$ cat config.mk
export PLATFORM = sky130hd
export DESIGN_NAME = hash_lane_merger
export DESIGN_NICKNAME = d
export VERILOG_FILES = /design/src/rtl/hash_lane_merger.sv
export SDC_FILE = /design/constraint.sdc
export NUM_CORES = 1
export LEC_CHECK = 0
export CORE_AREA = 2 2 335 337
export DETAILED_ROUTE_END_ITERATION = 16
export DIE_AREA = 0 0 337 339
export DONT_BUFFER_PORTS = 1
export SYNTH_ARGS = -nofsm -noshare
export SYNTH_HDL_FRONTEND = slang
export SYNTH_SLANG_ARGS = --single-unit
$ cat constraint.sdc
create_clock -name clk -period 4.11 [get_ports clk]
set_input_delay 0.822 -clock clk [delete_from_list [all_inputs] [get_ports clk]]
set_output_delay 0.822 -clock clk [all_outputs]
set_load 0.005 [all_outputs]
$ cat src/rtl/hash_lane_merger.sv
// Merges 8 hashed lanes into one stream through a one-entry output buffer.
// A round-robin pointer picks the lane. Optional per-partition histogram
// is enabled by HASH_LANE_HISTOGRAM_EN.
module hash_lane_merger #(
  parameter int unsigned PART_BITS = 4,
  parameter int unsigned NUM_LANES = 8
) (
  input  logic                 clk,
  input  logic                 reset,
  input  logic [7:0]           in_valid,
  input  logic [7:0][63:0]     in_tuple,
  input  logic [7:0][31:0]     in_tag,
  output logic [7:0]           ready_4_output,
  output logic                 out_valid,
  output logic [63:0]          out_tuple,
  output logic [PART_BITS-1:0] out_part_id,
  output logic [2:0]           out_lane,
  input  logic                 out_ready
`ifdef HASH_LANE_HISTOGRAM_EN
  ,
  input  logic                 hist_clear,
  input  logic [PART_BITS-1:0] hist_rd_addr,
  output logic [31:0]          hist_rd_data
`endif
);

  logic                 out_valid_q;
  logic [63:0]          out_tuple_q;
  logic [PART_BITS-1:0] out_part_q;
  logic [2:0]           out_lane_q;
  logic [2:0]           rr_ptr_q;

  logic                 slot_free;
  logic                 grant_found;
  logic [2:0]           grant_lane;
  logic                 accept;

  // Tag bits above the partition field are intentionally ignored.
  logic                 unused_tag;
  assign unused_tag = ^in_tag;

  assign slot_free = !out_valid_q || out_ready;

  // Scan from the highest offset down so the lowest offset from rr_ptr wins.
  always_comb begin
    grant_found = 1'b0;
    grant_lane  = '0;
    for (int k = int'(NUM_LANES) - 1; k >= 0; k--) begin
      if (in_valid[3'(rr_ptr_q + 3'(k))]) begin
        grant_found = 1'b1;
        grant_lane  = 3'(rr_ptr_q + 3'(k));
      end
    end
  end

  always_comb begin
    ready_4_output = '0;
    accept         = 1'b0;
    if (!reset && grant_found && slot_free) begin
      accept                     = 1'b1;
      ready_4_output[grant_lane] = 1'b1;
    end
  end

  always_ff @(posedge clk) begin
    if (reset) begin
      out_valid_q <= 1'b0;
      out_tuple_q <= '0;
      out_part_q  <= '0;
      out_lane_q  <= '0;
      rr_ptr_q    <= '0;
    end else if (accept) begin
      out_valid_q <= 1'b1;
      out_tuple_q <= in_tuple[grant_lane];
      out_part_q  <= in_tag[grant_lane][PART_BITS-1:0];
      out_lane_q  <= grant_lane;
      rr_ptr_q    <= grant_lane + 3'd1;
    end else if (slot_free) begin
      out_valid_q <= 1'b0;
    end
  end

  assign out_valid   = out_valid_q;
  assign out_tuple   = out_tuple_q;
  assign out_part_id = out_part_q;
  assign out_lane    = out_lane_q;

`ifdef HASH_LANE_HISTOGRAM_EN
  localparam int unsigned NumParts = 1 << PART_BITS;

  logic [31:0] hist_q [NumParts];
  logic [31:0] hist_rd_q;
  logic        out_xfer;

  assign out_xfer = out_valid_q && out_ready;

  // Clear has priority over a concurrent increment; counters saturate.
  always_ff @(posedge clk) begin
    if (reset || hist_clear) begin
      for (int p = 0; p < int'(NumParts); p++) begin
        hist_q[p] <= '0;
      end
    end else if (out_xfer && (hist_q[out_part_q] != 32'hFFFF_FFFF)) begin
      hist_q[out_part_q] <= hist_q[out_part_q] + 32'd1;
    end
  end

  always_ff @(posedge clk) begin
    if (reset) begin
      hist_rd_q <= '0;
    end else begin
      hist_rd_q <= hist_q[hist_rd_addr];
    end
  end

  assign hist_rd_data = hist_rd_q;
`endif

endmodule

==> impl_metrics.toml <==
[worst_setup_path]
worstSetupEndpointType = "output pin"
criticalPathCategory = "flip-flop to output pin"
r2r_slack_ns = 0.16
worstPathMaxFanout = 6
arrival_ns = 3.18
required_ns = 3.29
cp-start-kind = "flip-flop"

[clocking]
clock-sinks = 75
clk_path_buf_depth = 2
path_clk_slew_ns = 0.08
htree_levels = 3
clock_latency_ns = 0.40
cts_root_buf = "clkbuf_16"
cts_tree = "built"
hold_buffers = 0
cts_made_buffers = 9

[synthesis]
syn-num-nets = 1843
synth_compound_area_share_pct = 45.1
synth_commonest_cells = "o221ai_1, mux2i_1, nand2_1"
yosysTopAreaCell = "o221ai_1"
synth_ff_type = "dfxtp_1"
synth.area.mux_share_pct = 25.1
syn_area_um2 = 9890
yosys.area.top_type_share_pct = 25.6
synthArstFlopShare_pct = 0
synth-xor-area-share_pct = 0.266
synth_cell_type_count = 71
synthMostInstantiatedCell = "o221ai_1"
yosysWarnings = 0
synth-seq-area-share_pct = 15.2
synth_top_family_by_area = "compound AO/OA/AOI/OAI gates"
yosys.area_share.simple_pct = 5.75
yosys_register_bits = 75
postSynthCellCount = 1062
synth_fa_ha_area_share_pct = 0.253
synth_edf_count = 0
avgSynthCellArea_um2 = 9.32
synthTopCellsByArea = "o221ai_1, dfxtp_1, mux2i_1"

[pwr]
switching_share_pct = 54.2
vdd_drop_max_v = 0.000809
p_per_area_nw_per_um2 = 1480
clkPwrFrac_pct = 4.8
p_leak_uw = 0.00359
power.share.combinational_pct = 86.7
netSwitchingPower_uw = 10100
seqPwrFrac_pct = 8.6
power.internal_uw = 8520

[run]
drv_cap = 0

[placement]
hpwl_mm = 62.8
place_worst_setup_slack_ns = 0.0102
dpl-instance-area_um2 = 12000
portBuffers = 0
gp_congestion = 0.918

[routing]
drcViolationCount = 0
wl_mm = 75.2
ant_nets = 0
viasPerCell = 4.34
vias = 11000
drtIter0Drc = 790
dr.pass1.iters = 5
routedWlPerCell_um = 29.7

[floorplan]
pin_count = 859
core_region_area_um2 = 110000
die_h_um = 339
die_w_um = 337
rows = 122
start_util_pct = 8.96
fp.dieArea_um2 = 114000

[grt]
antenna_found_initial = 33
grt_pass1_vias = 10600
grt_usage_pct = 12.5
grt_overflow = 0
grt_first_pass_wirelength_mm = 95.7
grt_max_degree = 70

[timing]
fmax_mhz = 250
fin_crit_sh_pct = 97.4
drv_slew = 0
setup_violations = 0
finalHoldViolations = 0
slew_headroom_pct = 54.8
fin_skew_ns = 0.0184
fin_ws_ns = 0.107
rsz0062_at_grt = "true"
fin_crit_ns = 4.00
tightest_slew_ns = 0.678

[cells_and_area]
area_delta_synth_final_pct = 27.4
layout-drive-gt1-share_pct = 27.8
stdcell_area_um2 = 12600
nets = 1794
fillCellCount = 12700

[run_status]
status = "completed"

[worst_hold_path]
min_path_type = "input port to flip-flop"
-- power groups by stage --
stage          registers (uW)  clock network (uW)  logic, uW
6_report                 1590                 888      16100
2_1_floorplan            1220                   0      11200
4_1_cts                  1640                 969      15900
3_5_place_dp             1660                   0      15700
5_1_grt                  1640                 981      17300
3_3_place_gp             1660                   0      15500
-- metal layers --
layer	global-route usage, %	vias to the layer above	wire [um]
met5	0	-	104
met4	5.90	14	3530
met3	5.38	170	8600
met2	20.4	812	34500
met1	13.9	5349	28400
li1	-	4618	-
-- final cells by class --
cell class                      count  area, um2  area share (%)
Antenna cell                       22       55.1           0.437
Clock buffer                       11        253            2.01
Clock inverter                      5       36.3           0.288
Inverter                            9       33.8           0.268
Multi-Input combinational cell    825       7810            62.0
Sequential cell                    75       1510            12.0
Tap cell                         1488       1860            14.8
Timing Repair Buffer               93       1050            8.31
-- timing repair --
item,in CTS,in global routing
buffers inserted,9,11
resized for setup,6,21
pin swaps,4,5
gates cloned,0,0
setup endpoints to repair,9,27
endpoints found under the hold margin,0,0
-- registers in the layout, summed over array words and instances, names as in the netlist --
register	cells
rr_ptr_q	3
out_part_id	4
out_valid	1
out_lane	3
out_tuple	64
-- stage by stage --
step | instances | utilization [%] | TNS [ns] | power, uW | hold slack (ns)
2_1_floorplan | 1062 | - | 0 | 12400 | 0.439
3_3_place_gp | 2470 | 10.8 | 0 | 17100 | 0.483
3_5_place_dp | 2470 | 10.8 | 0 | 17400 | 0.486
4_1_cts | 2495 | 11.2 | -0.0116 | 18600 | 0.416
5_1_grt | 2519 | 11.4 | -0.102 | 19900 | 0.430
6_report | 2528 | 11.4 | 0 | 18600 | 0.480
-- placed cells by master (no fill, tap or decap), types with 3 or more instances in the layout --
| master | n |
|---|---|
| inv_1 | 7 |
| clkbuf_16 | 9 |
| o21ai_0 | 8 |
| mux2i_1 | 141 |
| mux4_2 | 10 |
| buf_12 | 27 |
| nand2b_1 | 4 |
| a21oi_1 | 8 |
| nor2_1 | 5 |
| diode_2 | 22 |
| buf_6 | 3 |
| o211ai_1 | 3 |
| o21a_1 | 3 |
| o221ai_1 | 288 |
| clkinvlp_4 | 3 |
| o221ai_2 | 52 |
| nand2_1 | 81 |
| nor3_1 | 6 |
| nor2_4 | 3 |
| mux2_2 | 71 |
| a32o_1 | 68 |
| dfxtp_1 | 73 |
| buf_4 | 63 |
-- final timing paths --
check	startpoint	end	depth (start not counted)
worst min register to register	out_lane[0]$_SDFFE_PP0P_	out_lane[0]$_SDFFE_PP0P_	2
worst max register to register	rr_ptr_q[1]$_SDFFE_PP0P_	out_tuple[6]$_SDFFE_PP0P_	14
worst min-delay path	reset	out_valid$_SDFFE_PP0P_	1
worst max-delay path	rr_ptr_q[1]$_SDFFE_PP0P_	ready_4_output[5]	10
-- logic make-up (layout without fill, tap and decap cells) --
logic type / after synthesis / after routing
buffers and inverters: 162 / 118
other: 0 / 22
AO/OA/AOI/OAI: 469 / 469
AND/OR/NAND/NOR: 125 / 125
flip-flops: 75 / 75
XOR/XNOR: 3 / 3
adder cells (fa/ha/maj): 2 / 2
multiplexers: 226 / 226
-- critical path, cell delays in order (launching register included) --
cell and delay, ns:
dfxtp_1 0.35, inv_1 0.08, ha_4 0.30, mux4_2 0.60
mux2_4 0.34, o21a_1 0.16, a311oi_2 0.26, o21a_1 0.24
nor2_4 0.08, buf_12 0.15, nor3_1 0.23
Power figures use the tool's default switching activity.
